<file path="config.mk">
export PLATFORM = sky130hd
export DESIGN_NAME = rr_grant_sequencer_8_flat
export DESIGN_NICKNAME = d
export VERILOG_FILES = /design/src/rtl/rr_grant_sequencer_8_if.sv /design/src/rtl/rr_grant_sequencer_8.sv /design/src/flat_wrapper.sv
export SDC_FILE = /design/constraint.sdc
export NUM_CORES = 1
export LEC_CHECK = 0
export ABC_CLOCK_PERIOD_IN_PS = 7100
export CORE_MARGIN = 2
export CORE_UTILIZATION = 40
export CTS_CLUSTER_DIAMETER = 100
export DETAILED_ROUTE_END_ITERATION = 8
export SETUP_SLACK_MARGIN = 0.15
export SYNTH_ARGS = -nofsm -noshare
export SYNTH_HDL_FRONTEND = slang
export SYNTH_SLANG_ARGS = --single-unit
</file>
<file path="constraint.sdc">
create_clock -name clk -period 7.1 [get_ports clk]
set_input_delay 2.13 -clock clk [delete_from_list [all_inputs] [get_ports clk]]
set_output_delay 2.13 -clock clk [all_outputs]
set_load 0.02 [all_outputs]
</file>
<file path="src/rtl/rr_grant_sequencer_8_if.sv">
// rr_grant_sequencer_8_if: request/grant bus between requesters and the round-robin arbiter
interface rr_grant_sequencer_8_if;
    logic       en;
    logic [7:0] req;
    logic [7:0] grant;
    logic [2:0] grant_idx;
    logic       grant_valid;
    logic       preempt;
    modport master (output en, req, input grant, grant_idx, grant_valid, preempt);
    modport slave  (input en, req, output grant, grant_idx, grant_valid, preempt);
endinterface

</file>
<file path="src/rtl/rr_grant_sequencer_8.sv">
// rr_grant_sequencer_8: 8-way round-robin arbiter with registered one-hot grant and hold-limit preemption
module rr_grant_sequencer_8 #(
    parameter int MAX_HOLD = 16,
    parameter int HOLD_W   = 8
) (
    input logic                   clk,
    input logic                   rst_n,
    rr_grant_sequencer_8_if.slave bus
);
    typedef enum logic {IDLE, BUSY} state_t;
    localparam logic [HOLD_W-1:0] HOLD_SAT = (MAX_HOLD == 0) ? '1 : HOLD_W'(MAX_HOLD - 1);

    state_t            state_q, state_d;
    logic [2:0]        idx_q, idx_d, ptr_q, ptr_d, nxt;
    logic              valid_q, valid_d, pre_q, pre_d;
    logic [7:0]        grant_q, grant_d, owner_oh, others;
    logic [HOLD_W-1:0] hold_q, hold_d;

    // first set bit of v scanning start, start+1, ... with 3-bit wrap
    function automatic logic [2:0] pick(input logic [2:0] start, input logic [7:0] v);
        logic [2:0] r, k;
        r = start;
        for (int i = 7; i >= 0; i--) begin
            k = start + 3'(i);
            if (v[k]) r = k;
        end
        return r;
    endfunction

    always_comb begin
        owner_oh = 8'h01 << idx_q;
        others   = bus.req & ~owner_oh;
        nxt      = idx_q + 3'd1;
        state_d  = state_q;
        idx_d    = idx_q;
        valid_d  = valid_q;
        ptr_d    = ptr_q;
        hold_d   = hold_q;
        pre_d    = 1'b0;
        if (state_q == IDLE) begin
            if (bus.en && |bus.req) begin
                idx_d   = pick(ptr_q, bus.req);
                valid_d = 1'b1;
                hold_d  = '0;
                state_d = BUSY;
            end
        end else if (!bus.req[idx_q]) begin
            ptr_d  = nxt;
            hold_d = '0;
            if (bus.en && |others) begin
                idx_d = pick(nxt, others);
            end else begin
                idx_d   = 3'd0;
                valid_d = 1'b0;
                state_d = IDLE;
            end
        end else if (MAX_HOLD != 0 && hold_q == HOLD_SAT && bus.en && |others) begin
            idx_d  = pick(nxt, others);
            ptr_d  = nxt;
            hold_d = '0;
            pre_d  = 1'b1;
        end else if (hold_q != HOLD_SAT) begin
            hold_d = hold_q + 1'b1;
        end
        grant_d = valid_d ? (8'h01 << idx_d) : 8'h00;
    end

    always_ff @(posedge clk or negedge rst_n) begin
        if (!rst_n) begin
            state_q <= IDLE;
            idx_q   <= 3'd0;
            valid_q <= 1'b0;
            grant_q <= 8'h00;
            pre_q   <= 1'b0;
            ptr_q   <= 3'd0;
            hold_q  <= '0;
        end else begin
            state_q <= state_d;
            idx_q   <= idx_d;
            valid_q <= valid_d;
            grant_q <= grant_d;
            pre_q   <= pre_d;
            ptr_q   <= ptr_d;
            hold_q  <= hold_d;
        end
    end

    assign bus.grant       = grant_q;
    assign bus.grant_idx   = idx_q;
    assign bus.grant_valid = valid_q;
    assign bus.preempt     = pre_q;
endmodule

</file>
<file path="src/flat_wrapper.sv">
// flat-port wrapper written by rule: the top's interface ports become plain ports
module rr_grant_sequencer_8_flat 
#(
    parameter int MAX_HOLD = 16,
    parameter int HOLD_W   = 8
)
  (clk, rst_n, bus_en, bus_req, bus_grant, bus_grant_idx, bus_grant_valid, bus_preempt);
  rr_grant_sequencer_8_if bus_i ();
  input logic clk;
  input logic rst_n;
  input wire logic [$bits(bus_i.en)-1:0] bus_en;
  input wire logic [$bits(bus_i.req)-1:0] bus_req;
  output wire logic [$bits(bus_i.grant)-1:0] bus_grant;
  output wire logic [$bits(bus_i.grant_idx)-1:0] bus_grant_idx;
  output wire logic [$bits(bus_i.grant_valid)-1:0] bus_grant_valid;
  output wire logic [$bits(bus_i.preempt)-1:0] bus_preempt;
  assign bus_i.en = bus_en;
  assign bus_i.req = bus_req;
  assign bus_grant = bus_i.grant;
  assign bus_grant_idx = bus_i.grant_idx;
  assign bus_grant_valid = bus_i.grant_valid;
  assign bus_preempt = bus_i.preempt;
  rr_grant_sequencer_8 #(.MAX_HOLD(MAX_HOLD), .HOLD_W(HOLD_W)) u_core (.clk(clk), .rst_n(rst_n), .bus(bus_i));
endmodule
</file>
==> results of run 1 <==
==> state kept, by name (all words and copies together), names as in the netlist <==
| signal | cells |
|---|---|
| u_core.bus.grant_idx | 3 |
| u_core.ptr_q | 3 |
| u_core.state_q | 1 |
| u_core.hold_q | 8 |
| u_core.bus.grant_valid | 1 |
| u_core.bus.grant | 8 |
| u_core.bus.preempt | 1 |
==> area by class of cell <==
type | instances | share of cell area, %
Clock inverter | 1 | 0.1452
Inverter | 14 | 1.524
Tap cell | 102 | 3.702
Clock buffer | 3 | 1.198
Sequential cell | 25 | 18.15
Multi-Input combinational cell | 303 | 68.17
Timing Repair Buffer | 25 | 7.114
==> metrics by stage <==
stage               cell area (µm²)  util, %  hold slack (ns)  setup slack, ns
global route                   3447    44.84           0.5450            1.709
global placement               3401    44.24           0.4933            1.783
detailed placement             3401    44.24           0.4975            1.766
floorplan                      3151        -           0.4628            2.769
finish                         3447    44.84           0.5169            2.025
CTS                            3447    44.84           0.5160            2.038
==> kinds of logic (layout without fill, tap and decap cells) <==
logic type	count (synthesis)	after routing	share of synthesized area, %
DFF	25	25	19.86
and+or+nand+nor	114	114	20.18
buffers and inverters	36	43	5.560
xor gates and xnor gates	9	9	2.502
AOI/OAI and AO/OA	134	134	30.46
adders and majority gates	11	11	4.368
muxes	35	35	17.08
==> cells in the mapped netlist, drive strengths merged (3+ instances only) <==
master / count
buf: 11
xnor2: 6
nor3b: 4
o31ai: 4
xor2: 3
nand2: 25
a211oi: 10
clkbuf: 11
mux2i: 14
o21a: 4
o221ai: 3
nand2b: 8
o22ai: 3
a211o: 3
o211ai: 7
o311ai: 3
nor2: 24
o21ai: 35
mux4: 13
nor2b: 10
ha: 11
mux2: 8
and2: 4
and3: 7
nand3: 7
a221oi: 3
a21boi: 5
a31oi: 3
nor3: 6
nand3b: 3
a21oi: 23
a21o: 5
dfrtp: 25
or4: 4
inv: 14
==> how the worst min path moves through the flow <==
stage / endpoint / slack (ns) / cells after the start
after global routing: u_core.hold_q[0] / 0.54 / 1
final: u_core.hold_q[7] / 0.52 / 1
after global placement: u_core.hold_q[7] / 0.49 / 1
after floorplan: u_core.hold_q[7] / 0.46 / 1
after CTS: u_core.hold_q[7] / 0.52 / 1
after detailed placement: u_core.hold_q[7] / 0.50 / 1
==> routing by layer <==
metal / part of all wire (%) / GRT usage, % / wire (µm)
met4: 1.1 / 4.534 / 97
met5: 0 / 0 / 0
met1: 46 / 29.26 / 3955
met3: 5.9 / 2.116 / 507
met2: 47 / 34.00 / 4097
==> results by group, run 1 <==
Setup path
  • WP data arrival: around 5.3 ns
  • Max incr delay on CP: 0.59 ns
  • Kind of critical path: in2reg
  • Critical-path maximum fanout: 10
  • Critical path depth: 10
  • Reg2reg end: u_core.bus.grant[3]
  • Crit end category: register
  • WP buf/inv: 1
  • Worst setup path end: u_core.bus.grant[3]
  • R2R depth: 11
  • Critical Path RT: between 7 and 8 ns
  • Crit-path cells: clkdlybuf4s50_1 > mux4_2 > mux2i_1 > nor2b_1 > nand2_1 > a21oi_1 > a211oi_1 > o31a_1 > and3b_1 > and4b_1
  • Crit path launch type: input pin
  • R2r startpoint: u_core.bus.grant_idx[2]
  • Crit-path leading delay family: simple AND/OR/NAND/NOR gates
  • CP max-delay cell: clkdlybuf4s50_1
  • R2r setup slk: 2.98 ns
  • Crit path from: bus_req[3]

Route
  • DR vias: 3024
  • DR DRC count: 0
  • Vias/cell: ~6.4
  • Post-Route WL: 8657 µm
  • ANT nets after route: 0
  • DRT iter0 DRCs: 328
  • Drt pass-1 iters: 6
  • Avg WL per Cell: 18.30 µm

Placement
  • Placed instance count: around 470
  • Gpl congestion: 0.8490
  • Post-DP HPWL: 6336 µm
  • Port bufs: 23

Clock tree
  • Sink Count: 25
  • CTS tree: done
  • Clock transition at path regs: 0.08 ns
  • CTS max path bufs: 2
  • Root buffer cell: clkbuf_8
  • Clk_lat worst skew: 0.27 ns
  • Total CTS buffers: 3
  • Hold buffer count at cts: 0
  • Post_cts resized: 0
  • Post-CTS setup buffers: 0
  • H-tree Lvls: 1

Yosys
  • Mean Syn Cell Area: 8.655 µm²
  • YS warnings: 0
  • Synth Register Bits: 25
  • Sequential share of the synthesized area: between 10% and 20%
  • Post-synth net total: around 390
  • Cell accounting for the most synthesized area: dfrtp_1
  • Share of synthesized flip-flops with an asynchronous set or reset: 100.0%
  • Synth area leaders: dfrtp_1 (20%), mux4_2 (8.6%), o21ai_0 (4.4%), ha_1 (4.4%), mux2i_1 (3.8%)
  • Main synth FF type: dfrtp_1
  • Mapped Cells: 364
  • Number of synthesized flops with an enable pin: 0
  • Yosys top cell area share: 19.86%
  • Unique masters post-synth: 81
  • Area of the mapped netlist: approximately 3200 µm²

Run
  • Max Cap Viol: 0

Min path
  • Min-delay src: u_core.hold_q[7]
  • Worst min path class: reg2reg

Timing
  • RSZ-0062 raised after global routing: no
  • Crit share post-route: just over 70%
  • Max Freq: 0.1970 GHz
  • Setup-failing EPs final: 0
  • Clock skew: 0.002110 ns
  • Rel. slew slack: 24.87%
  • Final hold vios: 0
  • Minimum clock period: 5.075 ns
  • Slew Limit Fails: 0
  • TNS Setup: 0 ns
  • Worst slew pin tran: 1.123 ns

Final layout
  • Most frequent cells in the layout: o21ai_0 (28), nand2_1 (25), dfrtp_1 (25)
  • Storage cell area: 625.6 µm²
  • Multi-input gate area: 2350 µm²
  • Commonest non-fill, non-tap cell in the layout: o21ai_0
  • Filler cell count: 771
  • Layout cells sized above 1: 12.40%
  • Antenna cells: 0
  • Fin cells: between 400 and 500
  • Area growth syn-to-layout: 9.412%
  • Nets: 394

Global route
  • Largest net degree at the start of global routing: 33
  • Gr usage total: 20.60%
  • Initial antenna violation count: 0
  • Vias in the first global route: approximately 2800
  • Grt ovf: 0
  • Global-route wire length before repair: around 14000 µm

Die
  • Die extent in y: 92.75 µm
  • Io pins: 24
  • # rows: 32
  • Full die area: 8603 µm²
  • Die X: 92.75 µm
  • Initial Util: 40.98%
  • Area of the core: 7687 µm²

Status
  • Status: completed
Power of run 1 is not shown: default switching activity piles up to over one toggle a cycle in this logic, so the estimate is an artifact.
==> run 2: changes to the inputs <==
--- a/config.mk
+++ b/config.mk
@@ -5,7 +5,7 @@
 export SDC_FILE = /design/constraint.sdc
 export NUM_CORES = 1
 export LEC_CHECK = 0
-export ABC_CLOCK_PERIOD_IN_PS = 7100
+export ABC_CLOCK_PERIOD_IN_PS = 4200
 export CORE_MARGIN = 2
 export CORE_UTILIZATION = 40
 export CTS_CLUSTER_DIAMETER = 100
==> constraint.sdc (replaced) <==
create_clock -name clk -period 4.2 [get_ports clk]
set_input_delay 1.26 -clock clk [delete_from_list [all_inputs] [get_ports clk]]
set_output_delay 1.26 -clock clk [all_outputs]
set_load 0.02 [all_outputs]
==> results by group, run 2 (synthesis gave the netlist of run 1 again) <==
Die
  • Initial Util: 40.98% (unchanged)
  • # rows: 32 (unchanged)
  • Die X: 92.75 µm (unchanged)
  • Die extent in y: 92.75 µm (unchanged)
  • Full die area: 8603 µm² (unchanged)
  • Io pins: 24 (unchanged)
  • Area of the core: 7687 µm² (unchanged)

Setup path
  • Crit-path cells: clkdlybuf4s50_1 > buf_4 > mux2_2 > a2111oi_0 > a41oi_1 > o311ai_0 > o211ai_1 > a221oi_1 > buf_4 > a211oi_4 > nand2b_1 > nor3b_2 (was clkdlybuf4s50_1 > mux4_2 > mux2i_1 > nor2b_1 > nand2_1 > a21oi_1 > a211oi_1 > o31a_1 > and3b_1 > and4b_1)
  • CP max-delay cell: clkdlybuf4s50_1 (unchanged)
  • Max incr delay on CP: 0.49 ns (was 0.59 ns)
  • Cell repeated most along the worst path: buf_4
  • Crit-path leading delay family: compound AO/OA/AOI/OAI gates (was simple AND/OR/NAND/NOR gates)
  • Kind of critical path: in2reg (unchanged)
  • Critical-path maximum fanout: 6 (was 10)
  • Crit path launch type: input pin (unchanged)
  • WP data arrival: 4.10 ns (was 5.29 ns)
  • WP buf/inv: 3 (was 1)
  • R2R depth: 10 (was 11)
  • Crit end category: register (unchanged)
  • Critical path depth: 12 (was 10)
  • Critical Path RT: 4.40 ns (was 7.31 ns)

Final layout
  • Most frequent cells in the layout: buf_4 (45), o21ai_0 (28), nand2_1 (25), dfrtp_1 (25), nor2_1 (24) (was o21ai_0 (28), nand2_1 (25), dfrtp_1 (25))
  • Nets: 437 (was 394)
  • Antenna cells: 0 (unchanged)
  • Cell area after layout: 3816 µm² (was 3447 µm²)
  • Fin cells: 516 (was 473)
  • Utilization after layout: 49.64% (was 44.84%)
  • Commonest non-fill, non-tap cell in the layout: buf_4 (was o21ai_0)
  • Layout cells sized above 1: 22.46% (was 12.40%)
  • Area growth syn-to-layout: 21.13% (was 9.412%)

Route
  • Post-Route WL: 9152 µm (was 8657 µm)
  • DR vias: 3171 (was 3024)
  • Avg WL per Cell: 17.74 µm (was 18.30 µm)
  • Drt pass-1 iters: 5 (was 6)
  • Vias/cell: 6.145 (was 6.393)
  • ANT nets after route: 0 (unchanged)
  • DRT iter0 DRCs: 229 (was 328)
  • DR DRC count: 0 (unchanged)

Global route
  • Gr usage total: 21.57% (was 20.60%)
  • Global-route wire length before repair: 15100 µm (was 14410 µm)
  • Largest net degree at the start of global routing: 33 (unchanged)
  • Grt ovf: 0 (unchanged)
  • Vias in the first global route: 2980 (was 2758)
  • Initial antenna violation count: 0 (unchanged)

Timing
  • RSZ-0062 raised after global routing: no (unchanged)
  • Final hold vios: 0 (unchanged)
  • Setup-failing EPs final: 0 (unchanged)
  • Minimum clock period: 3.909 ns
  • Slew Limit Fails: 0 (unchanged)
  • Worst slew pin tran: 0.7365 ns (was 1.123 ns)
  • Rel. slew slack: 50.90% (was 24.87%)
  • Max Freq: around 0.26 GHz
  • Crit share post-route: 93.07%
  • Clock skew: 0.003274 ns (was 0.002110 ns)

Placement
  • Placed instance count: 511 (was 469)
  • Gpl congestion: 0.9296 (was 0.8490)
  • Post-DP HPWL: 6943 µm (was 6336 µm)
  • Port bufs: 23 (unchanged)
  • Post-DP Area: 3716 µm² (was 3401 µm²)

Min path
  • Hold path cells: 1 (unchanged)
  • Worst min path class: reg2reg (unchanged)

Clock tree
  • Root buffer cell: clkbuf_8 (unchanged)
  • H-tree Lvls: 1 (unchanged)
  • Clk_lat worst skew: 0.27 ns (about the same)
  • Hold buffer count at cts: 0 (unchanged)
  • Clock transition at path regs: 0.09 ns (was 0.08 ns)
  • CTS max path bufs: 2 (unchanged)
  • Total CTS buffers: 3 (unchanged)
  • Sink Count: 25 (unchanged)
  • CTS tree: done (unchanged)

Status
  • Status: completed (unchanged)

Run
  • Max Cap Viol: 0 (unchanged)
## run 2: worst paths after layout
check	from	end	slack, ns
setup / recovery	bus_req[4]	u_core.bus.grant[2]	0.29
min in group asynchronous	rst_n	u_core.bus.preempt	1.33
hold reg to reg	u_core.hold_q[7]	u_core.hold_q[7]	0.53
max in group asynchronous	rst_n	u_core.bus.grant_idx[1]	2.63
setup reg to reg	u_core.bus.grant_idx[1]	u_core.bus.grant[3]	0.67
hold / removal	u_core.hold_q[7]	u_core.hold_q[7]	0.53
## run 2: layer usage
metal | part of all wire [%] | up-vias | wire length, µm | GRT usage (%)
li1 | - | 1516 | - | -
met1 | 47 | 1529 | 4324 | 31.82
met2 | 46 | 122 | 4252 | 34.55
met3 | 5.9 | 4 | 543 | 2.929
met4 | 0.34 | 0 | 31 | 2.941
met5 | 0 | - | 0 | 0
## run 2: stage by stage
step	setup TNS (ns)	setup WS, ns	hold slack (ns)
floorplan	0	0.7324	0.4628
global placement	-0.02832	-0.01047	0.5006
detailed placement	-0.5708	-0.09869	0.5081
CTS	0	0.1840	0.5294
global route	0	0.1557	0.5646
finish	0	0.2909	0.5266
## run 2: area by class of cell
class | count | area [µm²]
Multi-Input combinational cell | 303 | 2382
Clock inverter | 1 | 8.758
Timing Repair Buffer | 68 | 578.1
Clock buffer | 3 | 41.29
Tap cell | 102 | 127.6
Inverter | 14 | 52.55
Sequential cell | 25 | 625.6
Fill cell | 739 | 3871
## run 2: repair_timing
item / CTS / global route
setup buffers: 0 / 1
resized for setup: 0 / 11
setup endpoints to repair: 0 / 9
Power of run 2 is left out for the same reason.
==> run 3: changes to the inputs <==
--- a/config.mk
+++ b/config.mk
@@ -9,7 +9,9 @@
 export CORE_MARGIN = 2
 export CORE_UTILIZATION = 40
 export CTS_CLUSTER_DIAMETER = 100
+export CTS_CLUSTER_SIZE = 24
 export DETAILED_ROUTE_END_ITERATION = 8
+export RECOVER_POWER = 100
 export SETUP_SLACK_MARGIN = 0.15
 export SYNTH_ARGS = -nofsm -noshare
 export SYNTH_HDL_FRONTEND = slang
==> results by group, run 3 (synthesis gave the netlist of run 1 again) <==
Setup path
  • Crit-path cells: dlygate4sd3_1 > clkbuf_1 > mux4_2 > mux2i_1 > clkbuf_1 > o21ai_2 > a221oi_1 > buf_4 > a211oi_4 > nand2b_1 > nor3b_2 (was clkdlybuf4s50_1 > buf_4 > mux2_2 > a2111oi_0 > a41oi_1 > o311ai_0 > o211ai_1 > a221oi_1 > buf_4 > a211oi_4 > nand2b_1 > nor3b_2)
  • CP max-delay cell: dlygate4sd3_1 (was clkdlybuf4s50_1)
  • Cell repeated most along the worst path: clkbuf_1 (was buf_4)
  • Critical-path maximum fanout: 8 (was 6)
  • Crit end category: register (unchanged)
  • Max incr delay on CP: 0.65 ns (was 0.49 ns)
  • Kind of critical path: in2reg (unchanged)
  • R2R depth: 12 (was 10)
  • Critical Path RT: 4.40 ns (about the same)
  • WP data arrival: 4.16 ns (was 4.10 ns)
  • Crit path launch type: input pin (unchanged)

Final layout
  • Commonest non-fill, non-tap cell in the layout: buf_4 (unchanged)
  • Most frequent cells in the layout: buf_4 (39), o21ai_0 (28), nand2_1 (25), dfrtp_1 (25), nor2_1 (24) (was buf_4 (45), o21ai_0 (28), nand2_1 (25), dfrtp_1 (25), nor2_1 (24))
  • Layout cells sized above 1: 21.01% (was 22.46%)
  • Antenna cells: 0 (unchanged)
  • Utilization after layout: 49.35% (was 49.64%)
  • Area growth syn-to-layout: 20.41% (was 21.13%)
  • Nets: 437 (unchanged)

Timing
  • Setup-failing EPs final: 0 (unchanged)
  • Crit share post-route: 94.43% (was 93.07%)
  • TNS Setup: 0 ns (unchanged)
  • Worst slew pin tran: 1.296 ns (was 0.7365 ns)
  • Min Hold Slack: 0.5262 ns (was 0.5266 ns)
  • Rel. slew slack: 13.60% (was 50.90%)
  • Clock skew: 0.003417 ns (was 0.003274 ns)
  • Slew Limit Fails: 0 (unchanged)
  • Final hold vios: 0 (unchanged)
  • Max Freq: 0.2521 GHz (was 0.2558 GHz)
  • Minimum clock period: 3.966 ns (was 3.909 ns)
  • RSZ-0062 raised after global routing: no (unchanged)

Die
  • Full die area: 8603 µm² (unchanged)
  • Area of the core: 7687 µm² (unchanged)
  • # rows: 32 (unchanged)
  • Io pins: 24 (unchanged)
  • Die X: 92.75 µm (unchanged)
  • Die extent in y: 92.75 µm (unchanged)
  • Initial Util: 40.98% (unchanged)

Route
  • Post-Route WL: 9140 µm (was 9152 µm)
  • Drt pass-1 iters: 5 (unchanged)
  • DR DRC count: 0 (unchanged)
  • Avg WL per Cell: 17.71 µm (was 17.74 µm)
  • ANT nets after route: 0 (unchanged)
  • DR vias: 3162 (was 3171)
  • Vias/cell: 6.128 (was 6.145)
  • DRT iter0 DRCs: 274 (was 229)

Min path
  • Worst min path class: reg2reg (unchanged)
  • Hold path cells: 1 (unchanged)

Global route
  • Vias in the first global route: 2980 (unchanged)
  • Grt ovf: 0 (unchanged)
  • Global-route wire length before repair: 15100 µm (unchanged)
  • Initial antenna violation count: 0 (unchanged)
  • Gr usage total: 21.57% (unchanged)
  • Largest net degree at the start of global routing: 33 (unchanged)

Clock tree
  • CTS tree: done (unchanged)
  • Sink Count: 25 (unchanged)
  • CTS max path bufs: 2 (unchanged)
  • Hold buffer count at cts: 0 (unchanged)
  • Clk_lat worst skew: 0.27 ns (about the same)
  • Root buffer cell: clkbuf_8 (unchanged)
  • Clock transition at path regs: 0.09 ns (about the same)
  • Total CTS buffers: 3 (unchanged)
  • H-tree Lvls: 1 (unchanged)

Placement
  • Post-DP HPWL: 6943 µm (unchanged)
  • Port bufs: 23 (unchanged)
  • Gpl congestion: 0.9296 (unchanged)

Status
  • Status: completed (unchanged)

Run
  • Max Cap Viol: 0 (unchanged)
[run 3: cell types whose count changed in the layout (fill, tap and decap cells not counted), sizes merged]
cell,before,now
buf,45,39
clkdlybuf4s50,19,4
clkbuf,3,9
dlygate4sd3,0,15
[run 3: critical path, delay by kind of cell]
family / cells / cell delay [ns]
compound gates: 3 / 0.49
buf+inv: 4 / 1.22
simple gates: 2 / 0.43
mux: 2 / 0.76
[run 3: cell type report]
cell class	instances	area, µm²
Fill cell	742	3894
Sequential cell	25	625.6
Clock inverter	1	8.758
Multi-Input combinational cell	303	2382
Tap cell	102	127.6
Inverter	14	52.55
Timing Repair Buffer	68	555.5
Clock buffer	3	41.29
[run 3: what timing repair did]
action / in CTS / in global routing
gates resized for setup: 0 / 11
hold endpoints to repair: 0 / 0
endpoints found under the setup margin: 0 / 9
buffers inserted: 0 / 1
[run 3: metal layers]
layer | routed length, µm | vias to the layer above | track usage, %
met5 | 0 | - | 0
met4 | 30 | 0 | 2.941
met3 | 534 | 4 | 2.929
met2 | 4233 | 110 | 34.55
met1 | 4342 | 1532 | 31.82
li1 | - | 1516 | -
[run 3: path summary, 6_finish.rpt]
path	startpoint	to	slack, ns
min in group asynchronous	rst_n	u_core.bus.preempt	1.78
max in group asynchronous	rst_n	u_core.bus.grant_idx[1]	1.65
worst min-delay path	u_core.hold_q[7]	u_core.hold_q[7]	0.53
worst max register to register	u_core.bus.grant_idx[1]	u_core.bus.grant[6]	0.68
worst min register to register	u_core.hold_q[7]	u_core.hold_q[7]	0.53
worst max-delay path	bus_req[1]	u_core.bus.grant[2]	0.23
[run 3: stage by stage]
| stage | area (µm²) | worst slack, ns | std cells |
|---|---|---|---|
| after global routing | 3794 | 0.07835 | 516 |
| after floorplan | 3151 | 0.7324 | 364 |
| after CTS | 3766 | 0.1840 | 515 |
| final | 3794 | 0.2340 | 516 |
| after global placement | 3716 | -0.01047 | 511 |
| after detailed placement | 3716 | -0.09869 | 511 |
Power of run 3 is left out for the same reason.
